`src/rtl/dmcache_pkg.sv`:
```
// Shared constants for the direct-mapped cache controller: default geometry,
// FSM state encodings and a saturating counter helper.
package dmcache_pkg;
    localparam int DEF_ADDR_W = 8;
    localparam int DEF_DATA_W = 8;
    localparam int DEF_IDX_W  = 3;

    localparam logic [1:0] ST_IDLE   = 2'd0;
    localparam logic [1:0] ST_MEM_RD = 2'd1;
    localparam logic [1:0] ST_MEM_WR = 2'd2;
    localparam logic [1:0] ST_RESP   = 2'd3;

    function automatic logic [15:0] sat_inc16(input logic [15:0] v);
        return (v == 16'hFFFF) ? v : v + 16'd1;
    endfunction
endpackage

```
`src/rtl/dmcache_if.sv`:
```
// CPU request/response, backing-memory and statistics signals of the cache controller.
// master = CPU/memory environment side, slave = controller side.
interface dmcache_if
    import dmcache_pkg::*;
#(
    parameter int ADDR_W = DEF_ADDR_W,
    parameter int DATA_W = DEF_DATA_W
);
    logic              flush;
    logic              req_valid;
    logic              req_ready;
    logic              req_we;
    logic [ADDR_W-1:0] req_addr;
    logic [DATA_W-1:0] req_wdata;
    logic              resp_valid;
    logic              resp_hit;
    logic [DATA_W-1:0] resp_rdata;
    logic              mem_req;
    logic              mem_we;
    logic [ADDR_W-1:0] mem_addr;
    logic [DATA_W-1:0] mem_wdata;
    logic              mem_ack;
    logic [DATA_W-1:0] mem_rdata;
    logic [15:0]       hit_cnt;
    logic [15:0]       miss_cnt;

    modport master (
        output flush, req_valid, req_we, req_addr, req_wdata, mem_ack, mem_rdata,
        input  req_ready, resp_valid, resp_hit, resp_rdata,
               mem_req, mem_we, mem_addr, mem_wdata, hit_cnt, miss_cnt
    );

    modport slave (
        input  flush, req_valid, req_we, req_addr, req_wdata, mem_ack, mem_rdata,
        output req_ready, resp_valid, resp_hit, resp_rdata,
               mem_req, mem_we, mem_addr, mem_wdata, hit_cnt, miss_cnt
    );
endinterface

```
`src/rtl/dmcache_tag_array.sv`:
```
// Valid/tag/data storage: one async lookup port, one write port (sets valid), flush clears all valid.
// Tag and data have no reset; only the valid bits gate hits.
module dmcache_tag_array #(
    parameter int IDX_W  = 3,
    parameter int TAG_W  = 5,
    parameter int DATA_W = 8
) (
    input  logic              clk,
    input  logic              rst_n,
    input  logic              flush_i,
    input  logic [IDX_W-1:0]  rd_idx_i,
    output logic              rd_vld_o,
    output logic [TAG_W-1:0]  rd_tag_o,
    output logic [DATA_W-1:0] rd_dat_o,
    input  logic              wr_en_i,
    input  logic [IDX_W-1:0]  wr_idx_i,
    input  logic [TAG_W-1:0]  wr_tag_i,
    input  logic [DATA_W-1:0] wr_dat_i
);
    localparam int LINES = 2 ** IDX_W;

    logic [LINES-1:0]  valid_q;
    logic [LINES-1:0]  valid_d;
    logic [TAG_W-1:0]  tag_q  [LINES];
    logic [DATA_W-1:0] data_q [LINES];

    always_comb begin
        valid_d = valid_q;
        if (flush_i) begin
            valid_d = '0;
        end else if (wr_en_i) begin
            valid_d[wr_idx_i] = 1'b1;
        end
    end

    always_ff @(posedge clk) begin
        if (!rst_n) begin
            valid_q <= '0;
        end else begin
            valid_q <= valid_d;
        end
    end

    always_ff @(posedge clk) begin
        if (wr_en_i) begin
            tag_q[wr_idx_i]  <= wr_tag_i;
            data_q[wr_idx_i] <= wr_dat_i;
        end
    end

    assign rd_vld_o = valid_q[rd_idx_i];
    assign rd_tag_o = tag_q[rd_idx_i];
    assign rd_dat_o = data_q[rd_idx_i];
endmodule

```
`src/rtl/dmcache_ctrl.sv`:
```
// Direct-mapped write-through, no-write-allocate cache controller; read hit responds next cycle,
// misses/writes wait for mem_ack then respond; req_ready only in IDLE without flush.
module dmcache_ctrl
    import dmcache_pkg::*;
#(
    parameter int ADDR_W = DEF_ADDR_W,
    parameter int DATA_W = DEF_DATA_W,
    parameter int IDX_W  = DEF_IDX_W
) (
    input logic      clk,
    input logic      rst_n,
    dmcache_if.slave bus
);
    localparam int TAG_W = ADDR_W - IDX_W;

    logic [1:0]        state_q, state_d;
    logic              hit_q, hit_d;
    logic [DATA_W-1:0] rdata_q, rdata_d;
    logic              mem_req_q, mem_req_d;
    logic              mem_we_q, mem_we_d;
    logic [ADDR_W-1:0] mem_addr_q, mem_addr_d;
    logic [DATA_W-1:0] mem_wdata_q, mem_wdata_d;
    logic [15:0]       hit_cnt_q, hit_cnt_d;
    logic [15:0]       miss_cnt_q, miss_cnt_d;

    logic [IDX_W-1:0]  req_idx;
    logic [TAG_W-1:0]  req_tag;
    logic              lk_vld;
    logic [TAG_W-1:0]  lk_tag;
    logic [DATA_W-1:0] lk_dat;
    logic              lookup_hit;
    logic              in_idle;
    logic              accept;
    logic              fill;
    logic              flush_go;
    logic              wr_en;
    logic [IDX_W-1:0]  wr_idx;
    logic [TAG_W-1:0]  wr_tag;
    logic [DATA_W-1:0] wr_dat;

    assign req_idx    = bus.req_addr[IDX_W-1:0];
    assign req_tag    = bus.req_addr[ADDR_W-1:IDX_W];
    assign lookup_hit = lk_vld && (lk_tag == req_tag);
    assign in_idle    = (state_q == ST_IDLE);
    assign accept     = bus.req_valid && in_idle && !bus.flush;
    assign fill       = (state_q == ST_MEM_RD) && bus.mem_ack;
    assign flush_go   = in_idle && bus.flush;

    // Single write port shared by write-hit update (at acceptance) and read-miss refill.
    assign wr_en  = (accept && bus.req_we && lookup_hit) || fill;
    assign wr_idx = fill ? mem_addr_q[IDX_W-1:0]      : req_idx;
    assign wr_tag = fill ? mem_addr_q[ADDR_W-1:IDX_W] : req_tag;
    assign wr_dat = fill ? bus.mem_rdata               : bus.req_wdata;

    dmcache_tag_array #(
        .IDX_W  (IDX_W),
        .TAG_W  (TAG_W),
        .DATA_W (DATA_W)
    ) u_tags (
        .clk      (clk),
        .rst_n    (rst_n),
        .flush_i  (flush_go),
        .rd_idx_i (req_idx),
        .rd_vld_o (lk_vld),
        .rd_tag_o (lk_tag),
        .rd_dat_o (lk_dat),
        .wr_en_i  (wr_en),
        .wr_idx_i (wr_idx),
        .wr_tag_i (wr_tag),
        .wr_dat_i (wr_dat)
    );

    always_comb begin
        state_d     = state_q;
        hit_d       = hit_q;
        rdata_d     = rdata_q;
        mem_req_d   = mem_req_q;
        mem_we_d    = mem_we_q;
        mem_addr_d  = mem_addr_q;
        mem_wdata_d = mem_wdata_q;
        hit_cnt_d   = hit_cnt_q;
        miss_cnt_d  = miss_cnt_q;
        case (state_q)
            ST_IDLE: begin
                if (accept) begin
                    hit_d = lookup_hit;
                    if (!bus.req_we && lookup_hit) begin
                        state_d = ST_RESP;
                        rdata_d = lk_dat;
                    end else begin
                        state_d     = bus.req_we ? ST_MEM_WR : ST_MEM_RD;
                        mem_req_d   = 1'b1;
                        mem_we_d    = bus.req_we;
                        mem_addr_d  = bus.req_addr;
                        mem_wdata_d = bus.req_wdata;
                    end
                end
            end
            ST_MEM_RD: begin
                if (bus.mem_ack) begin
                    state_d   = ST_RESP;
                    mem_req_d = 1'b0;
                    rdata_d   = bus.mem_rdata;
                end
            end
            ST_MEM_WR: begin
                if (bus.mem_ack) begin
                    state_d   = ST_RESP;
                    mem_req_d = 1'b0;
                    mem_we_d  = 1'b0;
                end
            end
            ST_RESP: begin
                state_d = ST_IDLE;
                if (hit_q) begin
                    hit_cnt_d = sat_inc16(hit_cnt_q);
                end else begin
                    miss_cnt_d = sat_inc16(miss_cnt_q);
                end
            end
            default: state_d = ST_IDLE;
        endcase
    end

    always_ff @(posedge clk) begin
        if (!rst_n) begin
            state_q     <= ST_IDLE;
            hit_q       <= 1'b0;
            rdata_q     <= '0;
            mem_req_q   <= 1'b0;
            mem_we_q    <= 1'b0;
            mem_addr_q  <= '0;
            mem_wdata_q <= '0;
            hit_cnt_q   <= '0;
            miss_cnt_q  <= '0;
        end else begin
            state_q     <= state_d;
            hit_q       <= hit_d;
            rdata_q     <= rdata_d;
            mem_req_q   <= mem_req_d;
            mem_we_q    <= mem_we_d;
            mem_addr_q  <= mem_addr_d;
            mem_wdata_q <= mem_wdata_d;
            hit_cnt_q   <= hit_cnt_d;
            miss_cnt_q  <= miss_cnt_d;
        end
    end

    assign bus.req_ready  = in_idle && !bus.flush;
    assign bus.resp_valid = (state_q == ST_RESP);
    assign bus.resp_hit   = (state_q == ST_RESP) && hit_q;
    assign bus.resp_rdata = rdata_q;
    assign bus.mem_req    = mem_req_q;
    assign bus.mem_we     = mem_we_q;
    assign bus.mem_addr   = mem_addr_q;
    assign bus.mem_wdata  = mem_wdata_q;
    assign bus.hit_cnt    = hit_cnt_q;
    assign bus.miss_cnt   = miss_cnt_q;
endmodule

```
`src/flat_wrapper.sv`:
```
// flat-port wrapper written by rule: the top's interface ports become plain ports
module dmcache_ctrl_flat import dmcache_pkg::*;
#(
    parameter int ADDR_W = DEF_ADDR_W,
    parameter int DATA_W = DEF_DATA_W,
    parameter int IDX_W  = DEF_IDX_W
)
  (clk, rst_n, bus_flush, bus_req_valid, bus_req_we, bus_req_addr, bus_req_wdata, bus_mem_ack, bus_mem_rdata, bus_req_ready, bus_resp_valid, bus_resp_hit, bus_resp_rdata, bus_mem_req, bus_mem_we, bus_mem_addr, bus_mem_wdata, bus_hit_cnt, bus_miss_cnt);
  dmcache_if #(.ADDR_W(ADDR_W), .DATA_W(DATA_W)) bus_i ();
  input logic clk;
  input logic rst_n;
  input wire logic [$bits(bus_i.flush)-1:0] bus_flush;
  input wire logic [$bits(bus_i.req_valid)-1:0] bus_req_valid;
  input wire logic [$bits(bus_i.req_we)-1:0] bus_req_we;
  input wire logic [$bits(bus_i.req_addr)-1:0] bus_req_addr;
  input wire logic [$bits(bus_i.req_wdata)-1:0] bus_req_wdata;
  input wire logic [$bits(bus_i.mem_ack)-1:0] bus_mem_ack;
  input wire logic [$bits(bus_i.mem_rdata)-1:0] bus_mem_rdata;
  output wire logic [$bits(bus_i.req_ready)-1:0] bus_req_ready;
  output wire logic [$bits(bus_i.resp_valid)-1:0] bus_resp_valid;
  output wire logic [$bits(bus_i.resp_hit)-1:0] bus_resp_hit;
  output wire logic [$bits(bus_i.resp_rdata)-1:0] bus_resp_rdata;
  output wire logic [$bits(bus_i.mem_req)-1:0] bus_mem_req;
  output wire logic [$bits(bus_i.mem_we)-1:0] bus_mem_we;
  output wire logic [$bits(bus_i.mem_addr)-1:0] bus_mem_addr;
  output wire logic [$bits(bus_i.mem_wdata)-1:0] bus_mem_wdata;
  output wire logic [$bits(bus_i.hit_cnt)-1:0] bus_hit_cnt;
  output wire logic [$bits(bus_i.miss_cnt)-1:0] bus_miss_cnt;
  assign bus_i.flush = bus_flush;
  assign bus_i.req_valid = bus_req_valid;
  assign bus_i.req_we = bus_req_we;
  assign bus_i.req_addr = bus_req_addr;
  assign bus_i.req_wdata = bus_req_wdata;
  assign bus_i.mem_ack = bus_mem_ack;
  assign bus_i.mem_rdata = bus_mem_rdata;
  assign bus_req_ready = bus_i.req_ready;
  assign bus_resp_valid = bus_i.resp_valid;
  assign bus_resp_hit = bus_i.resp_hit;
  assign bus_resp_rdata = bus_i.resp_rdata;
  assign bus_mem_req = bus_i.mem_req;
  assign bus_mem_we = bus_i.mem_we;
  assign bus_mem_addr = bus_i.mem_addr;
  assign bus_mem_wdata = bus_i.mem_wdata;
  assign bus_hit_cnt = bus_i.hit_cnt;
  assign bus_miss_cnt = bus_i.miss_cnt;
  dmcache_ctrl #(.ADDR_W(ADDR_W), .DATA_W(DATA_W), .IDX_W(IDX_W)) u_core (.clk(clk), .rst_n(rst_n), .bus(bus_i));
endmodule
```
`config.mk`:
```
export PLATFORM = sky130hd
export DESIGN_NAME = dmcache_ctrl_flat
export DESIGN_NICKNAME = d
export VERILOG_FILES = /design/src/rtl/dmcache_pkg.sv /design/src/rtl/dmcache_if.sv /design/src/rtl/dmcache_tag_array.sv /design/src/rtl/dmcache_ctrl.sv /design/src/flat_wrapper.sv
export SDC_FILE = /design/constraint.sdc
export NUM_CORES = 1
export LEC_CHECK = 0
export CORE_MARGIN = 1.5
export CORE_UTILIZATION = 60
export CTS_CLUSTER_DIAMETER = 30
export DETAILED_ROUTE_END_ITERATION = 8
export PLACE_DENSITY = 0.9
export SETUP_SLACK_MARGIN = 0.2
export SYNTH_ARGS = -nofsm -noshare
export SYNTH_HDL_FRONTEND = slang
export SYNTH_SLANG_ARGS = --single-unit
```
`constraint.sdc`:
```
create_clock -name clk -period 8 [get_ports clk]
set_input_delay 2 -clock clk [delete_from_list [all_inputs] [get_ports clk]]
set_output_delay 2 -clock clk [all_outputs]
set_load 0.02 [all_outputs]
```
# After elaboration in Yosys (flattened, before gate mapping)
# Memories as Yosys holds them, arrays and structs flattened.
# Index checks and enable logic that the tools add are counted.
# word_totals
regBits	69
ram_bits	104
inputBits	30
mem_count	2
# memory_table
memory	words	word_bits	rd	rd_ports_with_merged_regs	write_ports	line_no	source
u_core.u_tags.data_q	8	8	1	0	1	dmcache_tag_array.sv:25	logic [DATA_W-1:0] data_q [LINES];
u_core.u_tags.tag_q	8	5	1	0	1	dmcache_tag_array.sv:24	logic [TAG_W-1:0] tag_q [LINES];
# classes
add_sub_neg	2
order_cmp	3
eq_ne	12
muxes	25
n_bitwise	6
reduce_logical	28
# ops
cell	n
adder 16 x 1 -> 16 bit (second input constant)	2
== test 16 bit (second input constant)	2
two-way mux 8 bit	4
one-hot mux 8 bit (2 select lines)	1
AND reduction 4 bit	3
logical AND 1 bit	11
!= test 2 bit (second input constant)	5
two-way mux 1 bit	9
AND reduction 3 bit	3
< comparator 3 x 4 -> 1 bit (second input constant)	2
two-way mux 2 bit	4
OR 8 bit	1
one-hot mux 2 bit (3 select lines)	1
nonzero test 2 bit	3
== test 5 bit	1
two-way mux 5 bit	1
inverter 1 bit	5
== test 2 bit (second input constant)	2
one-hot mux 1 bit (2 select lines)	2
AND reduction 2 bit	2
OR reduction 2 bit	2
binary-select mux 1 bit (select 3 bit)	1
demux 1 bit (select 3 bit)	1
greater-or-equal comparator 3 x 1 -> 1 bit (second input constant)	1
6 further kinds	7

# Depth between registers and ports, before layout
# Gate-level depths: netlist of the first run.
# logic_depth
word_depth	8
mapped_depth	9
depth_no_buf	8

# Cells and area by module
# Synthesis of the first run repeated with hierarchy kept, for this count alone.
# hier_totals
hier_cells	555
hier_area_um2	7532.2
# modules_own_cells
module	instances	cells_each	area_per_inst_um2	seq_area_each_um2
dmcache_tag_array	1	192	4404.2	3283.1
dmcache_ctrl	1	363	3128.0	1221.2

# Least setup slack after synthesis of the first run
# No wires, ideal clock.
# synth_timing
path_kind	input to register
startpoint	input port bus_req_addr[0]
endpoint	memory u_core.u_tags.data_q[0][0] (enable)
arrival_ps	4491
setup_slack_ps	3122
path_stages	8
n_path_buf	2
path_cell_list	buf_6 buf_12 mux2i_1 mux4_2 xnor2_1 nor4_4 nand4b_1 a21oi_1
# synth_between
elab_chain_cells	7
# synth_rtl
element	line_no	source
start, declared	flat_wrapper.sv:15	input wire logic [$bits(bus_i.req_addr)-1:0] bus_req_addr;
memory read (8 x 5 bit) or binary-select mux 1 bit (select 3 bit) (tied branches)	n/a	
== test 5 bit or two-way mux 1 bit (tied branches)	dmcache_ctrl.sv:43, dmcache_tag_array.sv:51	
logical AND 1 bit	dmcache_ctrl.sv:43	assign lookup_hit = lk_vld && (lk_tag == req_tag);
logical AND 1 bit	dmcache_ctrl.sv:50	assign wr_en = (accept && bus.req_we && lookup_hit) || fill;
logical OR 1 bit	dmcache_ctrl.sv:50	
two-way mux 1 bit	dmcache_tag_array.sv:45	if (wr_en_i) begin
two-way mux 1 bit (implied by the code)	dmcache_tag_array.sv:47	data_q[wr_idx_i] <= wr_dat_i;
end, declared	dmcache_tag_array.sv:25	
# Several ways; a longest one is shown, not always the timed one. The select of a mux whose other input is x is not followed.

# Worst setup path in the final report of the first run
# layout_timing
startpoint	input port bus_flush
endpoint	output port bus_req_ready
# layout_between
elab_chain_cells	2
# layout_rtl
element	line_no	source
start, declared	flat_wrapper.sv:12	input wire logic [$bits(bus_i.flush)-1:0] bus_flush;
logical NOT 1 bit	dmcache_ctrl.sv:149	assign bus.req_ready = in_idle && !bus.flush;
logical AND 1 bit	dmcache_ctrl.sv:149	
end, declared	flat_wrapper.sv:19	output wire logic [$bits(bus_i.req_ready)-1:0] bus_req_ready;
# Every way passes these cells.

==> results list, run 1 <==
- Number of global-route vias before repair: 5177
* Grt met2 use: 48.9%
* Critical path class: input pin to primary output
- Number of buffers created by CTS: 17
- Among all stages on the critical path, the largest delay is contributed by sky130_fd_sc_hd__clkdlybuf4s50_1.
- Reported leakage power: 3.36 nW
* Max Cap Viol: 0
- In this design, the stage delay of the slowest critical-path cell is 0.67 ns.
- Gr ovfl total: 0
- Critical path arrival: 3.35 ns
* Area added between synthesis and finish: 21.4%
- The tree is rooted in a sky130_fd_sc_hd__clkbuf_16.
* Clock power share: 37.5%
- In this run the power spent charging and discharging nets is 0.615 mW.
* Count of final setup violators: 0
* Type of destination of the critical path: primary output
- For the worst flop-to-flop path, the logic depth is 7.
- Period utilization: 66.8%
- Leaving out fill and tap cells, the most frequent cell in the layout is sky130_fd_sc_hd__nand2_1.
* Endpoint of the lowest-slack register-to-register path: u_core.u_tags.data_q[7][2]
* Worst-Margin Slew: 1.13 ns
- Violation count after the first detailed-route iteration: 484
- Launch instance of the worst min-delay path: u_core.bus.mem_wdata[7]
- Crit-path most repeated cell: sky130_fd_sc_hd__clkdlybuf4s50_1
- Clk pin slew, worst setup/hold paths: 0.06 ns
* Max-slew violation total from the final report: 0
- Skew-Pair Late Insertion Delay: 0.43 ns
- In this run the register-to-register setup slack is 4.97 ns.
- Number of antenna violations at the first check in global routing: 0
- Post-synth ARST share: 0%
* Total inserted antenna cells: 0
- STA puts the critical path data required time at 6.00 ns.
- Count of final hold-check violations: 0
* Worst relative slew slack: 24.0%
- IR analysis of the VDD net gives a maximum drop of 0.217 mV.
- In this run the worst path has a maximum fanout of 3.
- Average cell area after synthesis: 12.6 um2
- Post-route cell area: 9220 um2
- Die height: 115 um
- Non-filler cells in the finished layout: 874
* Fin nets: 730
- Initial Utilization: 62.4%
- Across every metal layer, demand over resource in global routing totals 27.7%.
* Crit path cell chain: clkdlybuf4s50_1, nor2b_1, clkdlybuf4s50_1
* CTS tree: yes
- After filler insertion, the fill cell instance count of the layout stands at 762.
- Period minus WS final: 5.35 ns
- First-pass iteration count of the detailed router: 4
- Number of nets in the synthesized netlist: 639
- Detailed routing inserted a total of 5178 vias.
- Share of cells above drive strength 1: 10.3%
- After floorplanning, the core was divided into 40 placement rows.
- Outcome: finished clean
* Power density of the placed cells: 244 nW/um2
- Number of enable-type register cells in the synthesized netlist: 104
* Critical path endpoint: bus_req_ready
- Once detailed placement completed, the half-perimeter wirelength came to 11.7 mm.
- Using the TritonRoute via totals, the vias-per-cell ratio works out to 5.92.
- Adding up every negative setup slack in the final design gives 0 ns.
- M3 GR Usage: 5.23%
* Post-Route Skew: 0.00870 ns
- Resize count post-CTS: 0
- Final RePlAce weighted congestion: 0.924
* Average wire length per cell after detail routing: 19.9 um
- Maximum number of pins on one net before global-route repair: 89
- CTS Buffer Depth: 2
* Tightest Hold Check Type: register to register
- The first global-routing pass estimated 27.0 mm of wire.
- In this run the worst setup path begins at bus_flush.
- In the routed design, unresolved DRC markers number 0.
- The netlist uses 45 different library cells.
* Post-synthesis sequential element count: 173
* Switch share: 27.3%
* Comb pwr share: 17.0%
- The H-tree generated during clock tree synthesis spans 4 levels.
* Number of placed instances with taps included: 842
- In the synthesized netlist, the number of instances is 602.
* Sequential share of power: 45.5%
- Met1 layer usage reported by global route: 31.4%
* Yosys Warn Count: 0
* Internal Power: 1.64 mW
* Chip Width: 115 um
* Synth Flop Type: sky130_fd_sc_hd__edfxtp_1
- Once placement finished, the instance area stood at 8610 um2.
* Placeable core region: 12200 um2
- Summing every instance area after synthesis gives 7590 um2.
- Highest-utilization routing layer at the global route stage: met2
* Sinks on Clock Net: 173
- Sequential cells were found to cover 59.3% of the synthesized design area.
* Number of buffers added to fix hold violations after cts: 0
- Unrepaired setup endpoints after global routing: false
- Once the clock tree was built, the setup fixing pass inserted 0 buffers.
* Total power consumption of the routed design: 2.25 mW
- The worst setup path is launched from an input pin.
* Total Wirelength: 17.4 mm
- The count of buffers added on input and output ports is 90.
- The startpoint identified for the worst register-to-register timing path is u_core.u_tags.tag_q[6][2].
- The library cells used most frequently in the layout, excluding fill and tap cells, are sky130_fd_sc_hd__nand2_1 (111), sky130_fd_sc_hd__edfxtp_1 (104), sky130_fd_sc_hd__clkdlybuf4s50_1 (88).
* Top-level I/O count: 91
* Number of nets still failing antenna checks after routing: 0
- The die covers 13300 um2.
- Derived from the worst setup path, the maximum achievable clock frequency is 187 MHz.
final cells by class:
type	count	area [um2]	area share [%]
clock buffer	17	425	4.61
timing repair buffer	101	973	10.6
multi-input combinational	389	2880	31.2
inverter	11	41.3	0.448
clock inverter	15	184	2.00
tap	168	210	2.28
sequential	173	4500	48.9
cells by family after synthesis:
family / Yosys count / synth area share, %
AOI/OAI and AO/OA: 48 / 4.45
xor gates and xnor gates: 34 / 3.92
adders and majority gates: 7 / 1.15
buffers and inverters: 40 / 2.74
DFF: 173 / 59.3
muxes: 80 / 14.3
and+or+nand+nor: 220 / 14.1
power by group through the flow:
stage                     Sequential, mW  Combinational (mW)  Clock, mW
after detailed placement            1.04               0.376          0
after global placement              1.04               0.362          0
after global routing                1.03               0.410      0.892
final                               1.03               0.383      0.844
after floorplan                     1.06               0.233          0
after CTS                           1.03               0.382      0.854
per-layer routing:
layer	share of wire (%)	vias up
met1	38	2536
met3	5.7	52
li1	-	2360
met2	52	230
met4	4.3	0
met5	0	-
stage by stage:
stage | utilization, % | hold slack (ns) | worst slack (ns)
floorplan | - | 0.431 | 3.12
global placement | 70.8 | 0.444 | 2.57
detailed placement | 70.8 | 0.451 | 2.31
CTS | 75.8 | 0.463 | 2.65
global route | 75.8 | 0.483 | 2.53
finish | 75.8 | 0.460 | 2.65
cells in the mapped netlist (all sizes together), types with 11 or more instances:
| cell type | count | area, um2 |
|---|---|---|
| nor2 | 16 | 62.6 |
| dfxtp | 69 | 1380 |
| clkbuf | 19 | 71.3 |
| and2 | 30 | 188 |
| nand4 | 11 | 68.8 |
| mux2i | 57 | 571 |
| nor3 | 11 | 55.1 |
| a21oi | 18 | 90.1 |
| edfxtp | 104 | 3120 |
| nand2 | 111 | 417 |
| nand3 | 11 | 55.1 |
| xor2 | 14 | 123 |
| xnor2 | 20 | 175 |
| mux4 | 23 | 518 |
flip-flops by register name, summed over array words and instances (netlist names):
register / flops
u_core.bus.hit_cnt: 16
u_core.bus.mem_we: 1
u_core.bus.mem_addr: 8
u_core.u_tags.data_q: 64
u_core.u_tags.valid_q: 8
u_core.bus.mem_wdata: 8
u_core.bus.mem_req: 1
u_core.bus.resp_rdata: 8
u_core.state_q: 2
u_core.hit_q: 1
u_core.u_tags.tag_q: 40
u_core.bus.miss_cnt: 16
critical path, delay by kind of cell:
kind	cells	cell delay, ns
buffers and inverters	2	1.11
and+or+nand+nor	1	0.24
worst min-delay path by stage:
stage	slack (ns)	depth (start not counted)	to
after global placement	0.44	2	u_core.bus.mem_wdata[1]
after CTS	0.46	2	u_core.bus.mem_wdata[5]
after global routing	0.48	2	u_core.bus.mem_wdata[3]
final	0.46	2	u_core.bus.mem_wdata[7]
after floorplan	0.43	2	u_core.u_tags.valid_q[2]
after detailed placement	0.45	2	u_core.bus.resp_rdata[7]
No activity file was read; power rests on OpenSTA's default activity.
==> run 2, diff against run 1 <==
--- a/config.mk
+++ b/config.mk
@@ -6,10 +6,10 @@
 export NUM_CORES = 1
 export LEC_CHECK = 0
 export CORE_MARGIN = 1.5
-export CORE_UTILIZATION = 60
+export CORE_UTILIZATION = 56
 export CTS_CLUSTER_DIAMETER = 30
 export DETAILED_ROUTE_END_ITERATION = 8
-export PLACE_DENSITY = 0.9
+export PLACE_DENSITY = 0.85
 export SETUP_SLACK_MARGIN = 0.2
 export SYNTH_ARGS = -nofsm -noshare
 export SYNTH_HDL_FRONTEND = slang
==> constraint.sdc (replaced) <==
create_clock -name clk -period 5.1 [get_ports clk]
set_input_delay 1.275 -clock clk [delete_from_list [all_inputs] [get_ports clk]]
set_output_delay 1.275 -clock clk [all_outputs]
set_load 0.02 [all_outputs]
==> results list, run 2 (synthesized netlist as in run 1, its figures left out) <==
- In the layout the commonest cells are sky130_fd_sc_hd__nand2_1 (111), sky130_fd_sc_hd__edfxtp_1 (104), sky130_fd_sc_hd__clkdlybuf4s50_1 (88).
* Overall track demand over capacity in global routing: 25.3% (-2.4 points)
- The relative slew slack is 22.9% (-1.1 points).
- The final hold slack came to 0.454 ns (-0.00589 ns).
* Buffers inserted during post-CTS setup optimization: 0 (unchanged)
- The relative contribution of sequential cells to total power was 46.4% (+0.9 points).
- Final HPWL DP: 11.4 mm (-2.8%)
* Max-slew violation total from the final report: 0 (unchanged)
- Fin nets: 736 (+0.82%)
- Max Cap Viol: 0 (unchanged)
- Based on the critical path, the design can be clocked at up to 245 MHz.
- Number of antenna violations at the first check in global routing: 0 (unchanged)
- Worst path buffer plus inverter count: 2 (unchanged)
* Switch share: 27.3% (about the same)
* Largest registers in the final layout: u_core.u_tags.data_q x64, u_core.u_tags.tag_q x40
- The antenna diode count was 0 (unchanged).
* Critical path arrival: 4.20 ns (+0.85 ns)
* Unrepaired setup endpoints after global routing: false
- Violation count after the first detailed-route iteration: 541 (+12%)
* Cell depth of the worst hold path: 2 (unchanged)
* Setup crit start kind: input pin
* Global-route wire length before repair: 27.0 mm (+0.10%)
* Crit-path leading delay family: buffers and inverters
* Flip-flop count of the largest register after layout: 64 (unchanged)
- Number of global-route vias before repair: 5146 (-0.60%)
- The global placement routability congestion was 0.855 (-7.5%).
* Type of destination of the critical path: register
- First-pass iteration count of the detailed router: 5 (+1)
* Die height: 119 um (+3.4%)
* Worst R2R Path Depth: 7 (unchanged)
- The CTS H-tree depth is 4 (unchanged).
- Outcome: finished clean
* CTS tree: yes
* Max stage delay on crit path: 0.90 ns (+0.23 ns)
- Setup slack of the worst register-to-register path: 2.46 ns (-2.51 ns)
- The proportion of power drawn by the clock network is 36.2% (-1.3 points).
- The worst register-to-register path begins at u_core.u_tags.tag_q[0][2].
- Input/output buffers: 90 (unchanged)
* Period minus WS final: 4.08 ns
- The detail-routed net length per standard cell was 19.3 um (-3.1%).
- The detailed-route DRC error count was 0 (unchanged).
- Gr ovfl total: 0 (unchanged)
- Skew-Pair Late Insertion Delay: 0.43 ns (about the same)
- CTS placed an instance of sky130_fd_sc_hd__clkbuf_16 at the clock tree root.
* Comb pwr share: 17.4% (+0.4 points)
- The final critical path takes up 80.1% of the cycle.
- The number of failing hold endpoints at the final stage is 0 (unchanged).
- The critical path goes through clkdlybuf4s50_1, mux2i_1, mux4_2, xnor2_1, nor4_4, nand4_1, a21oi_1, buf_4.
* Internal Power: 2.52 mW (+54%)
- The cell area reported after detailed placement came to 8660 um2 (+0.64%).
- The critical path in this run is classified as input pin to register.
- The layout cell share with drive strength beyond 1 came to 11.0% (+0.62 points).
- Initial Utilization: 57.3% (-5.1 points)
* Worst-path fanout max: 13 (+10)
* Die area: 14300 um2 (+6.9%)
- The count of boundary I/O pins was 91 (unchanged).
- The static leakage is 3.37 nW (+0.33%).
- Sinks on Clock Net: 173 (unchanged)
- The most critical setup path has its startpoint at bus_req_addr[1].
- Switching power total: 0.945 mW (+54%)
- The placement row count came to 42 (+5.0%).
- The via total after detailed routing came to 5223 (+0.87%).
- Total Wirelength: 17.1 mm (-1.5%)
* Required time at the worst-slack endpoint: 5.21 ns (-0.79 ns)
- The worst register-to-register path ends at u_core.u_tags.tag_q[3][3].
* Most common cell after layout, fill and taps aside: sky130_fd_sc_hd__nand2_1
- The worst hold path terminates at u_core.bus.mem_wdata[7].
- The post-detailed-route count of antenna-violating nets came to 0 (unchanged).
- Ranked by flip-flop count, first place goes to u_core.u_tags.data_q.
- Area added between synthesis and finish: 21.7%
- Post-route cell area: 9240 um2 (+0.20%)
- Post-Route Skew: 0.00577 ns (-0.00293 ns)
* Via-to-Cell Ratio: 5.88 (-0.72%)
- Cell count along the critical path: 8 (+5)
- Number of buffers added to fix hold violations after cts: 0 (unchanged)
* Maximum number of pins on one net before global-route repair: 47 (-47%)
- Cell at the slowest stage of the critical path: sky130_fd_sc_hd__clkdlybuf4s50_1
- The tightest min-delay check is of the register to register type.
- CTS Buffer Depth: 2 (unchanged)
- In this run the most critical hold path is launched from u_core.bus.mem_wdata[7].
* Power density of the placed cells: 375 nW/um2 (+53%)
- Placeable core region: 13200 um2 (+8.9%)
- Chip Width: 119 um (+3.4%)
- The sum of negative setup slack was 0 ns (unchanged).
* Resize count post-CTS: 0 (unchanged)
- Worst-Margin Slew: 1.15 ns (+0.0159 ns)
- Clk pin slew, worst setup/hold paths: 0.06 ns (about the same)
* Count of final setup violators: 0 (unchanged)
* Number of buffers created by CTS: 17 (unchanged)
- IR drop worst, VDD: 0.248 mV (+14%)
## run 2: cell types whose count changed in the layout (fill, tap and decap cells not counted)
cell and change:
sky130_fd_sc_hd__clkinvlp_4 +1, sky130_fd_sc_hd__inv_8 +1, sky130_fd_sc_hd__clkbuf_1 +1, sky130_fd_sc_hd__clkinvlp_2 +1, sky130_fd_sc_hd__buf_4 +6, sky130_fd_sc_hd__bufinv_16 -1, sky130_fd_sc_hd__clkinv_2 +2, sky130_fd_sc_hd__inv_6 -3
sky130_fd_sc_hd__clkinv_4 -2
## run 2: power by group through the flow
stage          clock network, mW  logic, mW  registers (mW)
2_1_floorplan                  0      0.365            1.66
3_3_place_gp                   0      0.569            1.63
3_5_place_dp                   0      0.593            1.64
4_1_cts                     1.27      0.600            1.61
5_1_grt                     1.32      0.653            1.61
6_report                    1.25      0.603            1.61
## run 2: final cells by class
| class | instances | area [um2] |
|---|---|---|
| Inverter | 11 | 41.3 |
| Timing Repair Buffer | 107 | 1020 |
| Sequential cell | 173 | 4500 |
| Fill cell | 925 | 4010 |
| Clock buffer | 18 | 429 |
| Multi-Input combinational cell | 389 | 2880 |
| Clock inverter | 14 | 144 |
| Tap cell | 176 | 220 |
## run 2: worst reg2reg max path, cell delays in order (launching register included)
cell	delay [ns]
sky130_fd_sc_hd__edfxtp_1	0.36
sky130_fd_sc_hd__mux2i_1	0.12
sky130_fd_sc_hd__mux4_2	0.52
sky130_fd_sc_hd__xnor2_1	0.18
sky130_fd_sc_hd__nor4_4	0.37
sky130_fd_sc_hd__nand4_1	0.23
sky130_fd_sc_hd__a21oi_1	0.26
sky130_fd_sc_hd__buf_4	0.28
## run 2: how the worst max path moves through the flow
stage | endpoint | slack, ns
2_1_floorplan | u_core.u_tags.data_q[0][0] | 0.95
3_3_place_gp | u_core.u_tags.data_q[7][0] | 0.79
3_5_place_dp | u_core.u_tags.tag_q[3][2] | 0.60
4_1_cts | u_core.u_tags.tag_q[3][2] | 1.03
5_1_grt | u_core.u_tags.data_q[0][0] | 0.83
6_report | u_core.u_tags.tag_q[3][3] | 1.02
## run 2: through the flow
step	power, mW	std cells	setup slack (ns)	util, %
after floorplan	2.02	602	0.947	-
after global placement	2.20	856	0.789	65.4
after detailed placement	2.23	856	0.602	65.4
after CTS	3.48	888	1.03	69.8
after global routing	3.59	888	0.831	69.8
final	3.47	888	1.02	69.8
## run 2: routing by layer
metal  track usage, %  up-vias  wire (um)
met5                0        -          0
met4             12.4        0        537
met1             31.9     2536       6860
met3             5.46       40       1250
li1                 -     2387          -
met2             41.5      260       8490
